`src/rtl/pio_cmd_queue.sv`:
```
// pio_cmd_queue: captures HPS instruction words on an enqueue toggle into a
// circular FIFO and issues them one at a time to the coprocessor over a
// valid/ready handshake, reporting empty/full/done/error via the status PIO.
module pio_cmd_queue #(
    parameter int INSTR_W = 29,
    parameter int DEPTH   = 8,
    parameter int LVL_W   = $clog2(DEPTH + 1)
) (
    input  logic               clk,
    input  logic               reset,
    input  logic [INSTR_W-1:0] pio_instruction,
    input  logic [1:0]         pio_control,
    output logic [3:0]         pio_status,
    output logic [INSTR_W-1:0] cmd_data,
    output logic               cmd_valid,
    input  logic               cmd_ready,
    input  logic               cop_done,
    input  logic               cop_error,
    output logic [LVL_W-1:0]   level
);

    localparam int PTR_W = $clog2(DEPTH);

    typedef enum logic [1:0] {
        ST_IDLE  = 2'd0,
        ST_ISSUE = 2'd1,
        ST_BUSY  = 2'd2
    } state_t;

    state_t             state_q, state_d;
    logic               tog_q;
    logic [PTR_W-1:0]   wr_ptr_q, wr_ptr_d;
    logic [PTR_W-1:0]   rd_ptr_q, rd_ptr_d;
    logic [LVL_W-1:0]   level_q, level_d;
    logic [INSTR_W-1:0] mem_q [DEPTH];
    logic [INSTR_W-1:0] cmd_data_q, cmd_data_d;
    logic               cmd_valid_q, cmd_valid_d;
    logic               done_q, done_d;
    logic               error_q, error_d;
    logic               empty_q, full_q;

    logic flush, enq_req, fifo_full, fifo_empty;
    logic push, overflow, pop, cop_err_hit, cop_done_hit;

    // Request decode; flush masks every state-changing event for the cycle
    always_comb begin
        flush        = pio_control[1];
        enq_req      = pio_control[0] ^ tog_q;
        fifo_full    = (level_q == LVL_W'(DEPTH));
        fifo_empty   = (level_q == '0);
        push         = enq_req && !flush && !fifo_full;
        overflow     = enq_req && !flush && fifo_full;
        pop          = (state_q == ST_IDLE) && !fifo_empty && !flush;
        cop_err_hit  = (state_q == ST_BUSY) && cop_error && !flush;
        cop_done_hit = (state_q == ST_BUSY) && cop_done && !cop_error && !flush;
    end

    // FSM state register
    always_ff @(posedge clk) begin
        if (reset) begin
            state_q <= ST_IDLE;
        end else begin
            state_q <= state_d;
        end
    end

    // FSM next-state logic
    always_comb begin
        state_d = state_q;
        if (flush) begin
            state_d = ST_IDLE;
        end else begin
            case (state_q)
                ST_IDLE:  if (!fifo_empty) state_d = ST_ISSUE;
                ST_ISSUE: if (cmd_valid_q && cmd_ready) state_d = ST_BUSY;
                ST_BUSY:  if (cop_error || cop_done) state_d = ST_IDLE;
                default:  state_d = ST_IDLE;
            endcase
        end
    end

    // FSM outputs: valid tracks the ISSUE state, head word latched on pop
    always_comb begin
        cmd_valid_d = (state_d == ST_ISSUE);
        cmd_data_d  = pop ? mem_q[rd_ptr_q] : cmd_data_q;
    end

    // Pointer, level and sticky-flag next state
    always_comb begin
        wr_ptr_d = wr_ptr_q;
        rd_ptr_d = rd_ptr_q;
        level_d  = level_q;
        done_d   = done_q;
        error_d  = error_q;
        if (flush) begin
            wr_ptr_d = '0;
            rd_ptr_d = '0;
            level_d  = '0;
            done_d   = 1'b0;
            error_d  = 1'b0;
        end else begin
            if (push) begin
                wr_ptr_d = (wr_ptr_q == PTR_W'(DEPTH - 1)) ? '0 : wr_ptr_q + PTR_W'(1);
            end
            if (pop) begin
                rd_ptr_d = (rd_ptr_q == PTR_W'(DEPTH - 1)) ? '0 : rd_ptr_q + PTR_W'(1);
            end
            if (push && !pop) begin
                level_d = level_q + LVL_W'(1);
            end else if (pop && !push) begin
                level_d = level_q - LVL_W'(1);
            end
            // a completion in the same cycle as a push leaves done set
            if (cop_done_hit) begin
                done_d = 1'b1;
            end else if (push) begin
                done_d = 1'b0;
            end
            if (overflow || cop_err_hit) begin
                error_d = 1'b1;
            end
        end
    end

    // Control and status registers; toggle tracking continues through reset and flush
    always_ff @(posedge clk) begin
        tog_q <= pio_control[0];
        if (reset) begin
            wr_ptr_q    <= '0;
            rd_ptr_q    <= '0;
            level_q     <= '0;
            cmd_data_q  <= '0;
            cmd_valid_q <= 1'b0;
            done_q      <= 1'b0;
            error_q     <= 1'b0;
            empty_q     <= 1'b1;
            full_q      <= 1'b0;
        end else begin
            wr_ptr_q    <= wr_ptr_d;
            rd_ptr_q    <= rd_ptr_d;
            level_q     <= level_d;
            cmd_data_q  <= cmd_data_d;
            cmd_valid_q <= cmd_valid_d;
            done_q      <= done_d;
            error_q     <= error_d;
            empty_q     <= (level_d == '0);
            full_q      <= (level_d == LVL_W'(DEPTH));
        end
    end

    // FIFO storage, written at the tail on an accepted push
    always_ff @(posedge clk) begin
        if (push && !reset) begin
            mem_q[wr_ptr_q] <= pio_instruction;
        end
    end

    assign pio_status = {error_q, done_q, full_q, empty_q};
    assign cmd_data   = cmd_data_q;
    assign cmd_valid  = cmd_valid_q;
    assign level      = level_q;

endmodule

```
`config.mk`:
```
export PLATFORM = sky130hd
export DESIGN_NAME = pio_cmd_queue
export DESIGN_NICKNAME = d
export VERILOG_FILES = /design/src/rtl/pio_cmd_queue.sv
export SDC_FILE = /design/constraint.sdc
export NUM_CORES = 1
export LEC_CHECK = 0
export CAP_MARGIN = 20
export CELL_PAD_IN_SITES_DETAIL_PLACEMENT = 1
export CELL_PAD_IN_SITES_GLOBAL_PLACEMENT = 1
export CORE_ASPECT_RATIO = 1.25
export CORE_MARGIN = 8
export CORE_UTILIZATION = 30
export DETAILED_ROUTE_END_ITERATION = 12
export PLACE_DENSITY = 0.56
export SYNTH_ARGS = -nofsm -noshare
export SYNTH_HDL_FRONTEND = slang
export SYNTH_SLANG_ARGS = --single-unit
```
`constraint.sdc`:
```
create_clock -name clk -period 5.9 [get_ports clk]
set_input_delay 1.18 -clock clk [delete_from_list [all_inputs] [get_ports clk]]
set_output_delay 1.18 -clock clk [all_outputs]
set_load 0.05 [all_outputs]
```
==> Word-level counts from Yosys, hierarchy flattened <==
Memories as Yosys holds them, arrays and structs flattened. A register that Yosys moved wholly into a read port is not among the register bits.
Cells that the tools add are included.
{ "classes": {"add_sub_neg": 4, "n_eq_ne": 7, "mux": 14, "bitwise": 1, "n_reduce_logical": 28} }
{ "op_table": {"columns": ["operator", "n"], "rows": [
  ["1-bit logical AND", 14],
  ["4-bit 2-to-1 mux", 3],
  ["4-bit equality test, second input constant", 2],
  ["4-bit zero test", 2],
  ["2-bit 2-to-1 mux", 4],
  ["1-bit zero test", 7],
  ["3-bit by 1-bit adder with 3-bit output, second input constant", 2],
  ["3-bit equality test, second input constant", 2],
  ["3-bit 2-to-1 mux", 2],
  ["2-bit one-hot mux with 3 select lines", 1],
  ["4-bit by 1-bit adder with 4-bit output, second input constant", 1],
  ["2-bit by 1-bit equality test with 1-bit output, second input constant", 2],
  ["1-bit 2-to-1 mux", 4],
  ["4-bit by 1-bit subtractor with 4-bit output, second input constant", 1],
  ["2-bit equality test, second input constant", 1],
  ["2-bit zero test", 1],
  ["1-bit logical OR", 2],
  ["2-bit nonzero test", 1],
  ["2-bit OR reduction", 1],
  ["1-bit XOR", 1]
]} }
{ "word_totals": {"regBits": 18, "mem_bits_rw": 232, "out_inout_bits": 38, "elab_cells": 65, "mem_count": 1} }
{ "mem_list": {"columns": ["memory", "depth", "width", "read_ports", "rd_clocked_by_memory_dff", "write_ports", "line", "text"], "rows": [
  ["mem_q", 8, 29, 1, 1, 1, "35", "logic [INSTR_W-1:0] mem_q [DEPTH];"]
]} }

==> Depth between registers and ports, before layout <==
{ "logic_depth": {"word_depth": 9, "depth_mapped": 8} }

==> Worst setup path before layout <==
Ideal clock, no wire load.
{ "synth_path": {"kind": "input to register", "from": "input port pio_control[1]", "to": "memory mem_q[0][0] (enable)", "setup_ns": 0.451, "arrival_time_ns": 4.296, "t_required_ns": 5.449, "slack_ns": 1.152, "path_stages": 5, "path_buffers": 2, "cell_sequence": "clkbuf_1 -> or3_4 -> buf_6 -> or3_1 -> nor3_1"} }
{ "synth_via": {"elab_chain_cells": 6} }
{ "synth_lines": {"columns": ["element", "line", "text"], "rows": [
  ["start: declaration", "12", "input logic [1:0] pio_control,"],
  ["1-bit zero test", "51", "push = enq_req && !flush && !fifo_full;"],
  ["1-bit logical AND (2 in a row)", "51", null],
  ["1-bit logical AND", "153", "if (push && !reset) begin"],
  ["1-bit 2-to-1 mux", "153", null],
  ["1-bit 2-to-1 mux (implied by the code)", "154", "mem_q[wr_ptr_q] <= pio_instruction;"],
  ["end: declaration", "35", null]
]} }
No other way between the ends.

==> Final worst setup path <==
{ "layout_path": {"from": "input port pio_control[1]", "to": "memory mem_q[1][9] (enable)"} }
Same word-level chain as after synthesis.

==> results.ini <==
[outcome]
outcome=completed

[logic_synthesis]
synth_largest_area_cell=edfxtp_1
synth_ff_type=edfxtp_1
synth_top_area_share_pct=65.51
synthArstFlopShare_pct=0
synth-edff-count=232
syn_nets=599
netlist_area_mm2=0.01064
ys_seq_area_share_pct=74.35
synth_cell_types=43
synth-seq-cells=279
yosysMostFrequentCell=edfxtp_1
synth_mux_area_share_pct=15.11
synthTopCellsByArea=edfxtp_1 (66%), mux4_2 (12%), dfxtp_1 (8.8%)
yosys-top-cells-count=edfxtp_1 (232), mux4_2 (58), dfxtp_1 (47)
synth_compound_area_share_pct=3.847
synthCells=557
synthAdderAreaFrac_pct=0.7059
synth_xor_area_share_pct=0.3294
synth_warnings=0
synth_top_family_by_area=multiplexers
avgSynthCellArea_um2=19.09
yosys.area_share.simple_pct=3.918

[finish]
n_antenna_cell=0
drive_gt1_share_pct=19.75
synthToLayoutAreaGrowth_pct=21.58
final_nets=673

[clock_tree]
root_buffer=clkbuf_16
clk_pin_slew_ns=0.06
htree_levels=1
clk_latency_ns=0.53
clockBufferDepth=3
cts_tree=done
clock_sinks=279
cts_setup_buffers=0
hold_buffers=0
cts_buffers=28
cts_resized=0

[routing]
drt-wirelength-per-cell_um=20.29
routed-via-count=5251
drtAntennaViolNets=0
first_pass_iters=4
route.detailed.drc=0
drt_wl_total_um=22860
dr.first_iter.drc_count=226
via_per_inst=4.659

[timing]
worst_pin_slew_ns=1.029
final-setup-viol-count=0
fin_setup_tns_ns=0
max_freq_mhz=279.9
setup_slack_ns=2.328
post-route-period-util_pct=60.55
min_period_ns=3.573
maxSlewHeadroom_pct=31.24
final_max_slew_viol_count=0
hold_viol_final=0
rsz0062_at_grt=no
fin_skew_ns=0.01030

[power]
power_density_mw_per_mm2=353.4
p_sw_share_pct=23.15
net-switching-power_mw=1.058
peakVddDrop_v=0.0002150
p_int_mw=3.512
p_leak_nw=3.872
p_clk_share_pct=41.8
pwr-share-seq_pct=48.5
p_comb_share_pct=9.7

[global_routing]
grt_max_degree=36
grt_pass1_wl_um=35130
antenna_found_initial=1
grt_pass1_vias=5864
grt-ovfl-total=0
track_usage_pct=10.92

[worst_setup_path]
crit_type=primary input to register
required_ns=6.13
endpoint_kind=register
crit_path_max_fanout=21
cp-start-kind=primary input
cp.arrival_ns=3.80

[floorplan]
num_rows=77
io_pins=74
die_area_mm2=0.04177
fp.coreArea_mm2=0.03517
start_util_pct=30.24
die_w_um=184.4
die_h_um=226.5

[place]
routabilityCongestion=0.6926
place_hpwl_um=14010
io_buffers=73
pre_cts_slack_ns=1.703

[job]
cap_violations=0

[min_path]
hold_class=register to register

-- state kept, by name, indices dropped and copies added (netlist names) --
register   cells
full_q         1
mem_q        232
state_q        2
cmd_data      29
level          4
rd_ptr_q       3
cmd_valid      1
wr_ptr_q       3
empty_q        1
done_q         1
error_q        1
tog_q          1
-- path summary, 6_finish.rpt --
check / cells after the start / to / slack (ns) / from
worst min-delay path: 2 / cmd_data[12] / 0.50 / cmd_data[12]
worst max register to register: 8 / mem_q[1][9] / 2.53 / level[0]
worst min register to register: 2 / cmd_data[12] / 0.50 / cmd_data[12]
worst max-delay path: 6 / mem_q[1][9] / 2.33 / pio_control[1]
-- metrics by stage --
stage | power (mW) | hold WS (ns) | utilization [%] | cell area (um^2) | instances
after floorplan | 2.548 | 0.4550 | - | 10640 | 557
after global placement | 2.699 | 0.4848 | 33.86 | 11910 | 1074
after detailed placement | 2.713 | 0.4977 | 33.86 | 11910 | 1074
after CTS | 4.635 | 0.5067 | 36.71 | 12910 | 1126
after global routing | 4.723 | 0.5346 | 36.77 | 12930 | 1127
final | 4.569 | 0.5020 | 36.77 | 12930 | 1127
-- logic make-up after synthesis --
| kind of cell | Yosys count |
|---|---|
| buffers and inverters | 40 |
| and+or+nand+nor | 88 |
| DFF | 279 |
| muxes | 88 |
| adders and majority gates | 6 |
| AOI/OAI and AO/OA | 52 |
| xor gates and xnor gates | 4 |
-- cell usage in the layout, fill, tap and decap left out, drive strengths merged, types with 2 or more instances in the layout --
cell and n:
or3 2, edfxtp 232, nand3 3, nand2b 3, a21oi 12, nor2 46, inv 4, clkinv 10
dfxtp 47, nand3b 2, buf 9, ha 6, nor3 7, a2111oi 2, clkbuf 31, nor4 2
a211oi 29, xnor2 3, mux2i 30, mux4 58, clkdlybuf4s50 72, bufinv 6, and2 2, nand2 13
a32oi 2, clkinvlp 4
-- power groups by stage --
| stage | sequential (mW) | combinational, mW | clock (mW) |
|---|---|---|---|
| 2_1_floorplan | 2.35 | 0.202 | 0 |
| 3_3_place_gp | 2.26 | 0.442 | 0 |
| 3_5_place_dp | 2.26 | 0.454 | 0 |
| 4_1_cts | 2.22 | 0.455 | 1.96 |
| 5_1_grt | 2.22 | 0.480 | 2.02 |
| 6_report | 2.22 | 0.445 | 1.91 |
-- layer usage --
metal	track usage [%]	part of all wire (%)
met1	12.83	41
met2	20.17	53
met3	1.924	3.7
met4	2.919	1.9
met5	0	0.057
-- critical path, stage by stage --
cell,delay (ns)
clkdlybuf4s50_1,0.61
or3_4,0.56
nor2_1,0.12
nand2_1,0.22
nor3_2,0.81
buf_12,0.29
-- cell type report --
class	count	area, um^2
Clock inverter	21	269.0
Timing Repair Buffer	81	810.8
Multi-Input combinational cell	238	2599
Clock buffer	31	733.2
Fill cell	3432	22240
Tap cell	474	593.1
Inverter	3	11.26
Sequential cell	279	7914
Note: power is estimated with default switching activity, not from simulation.
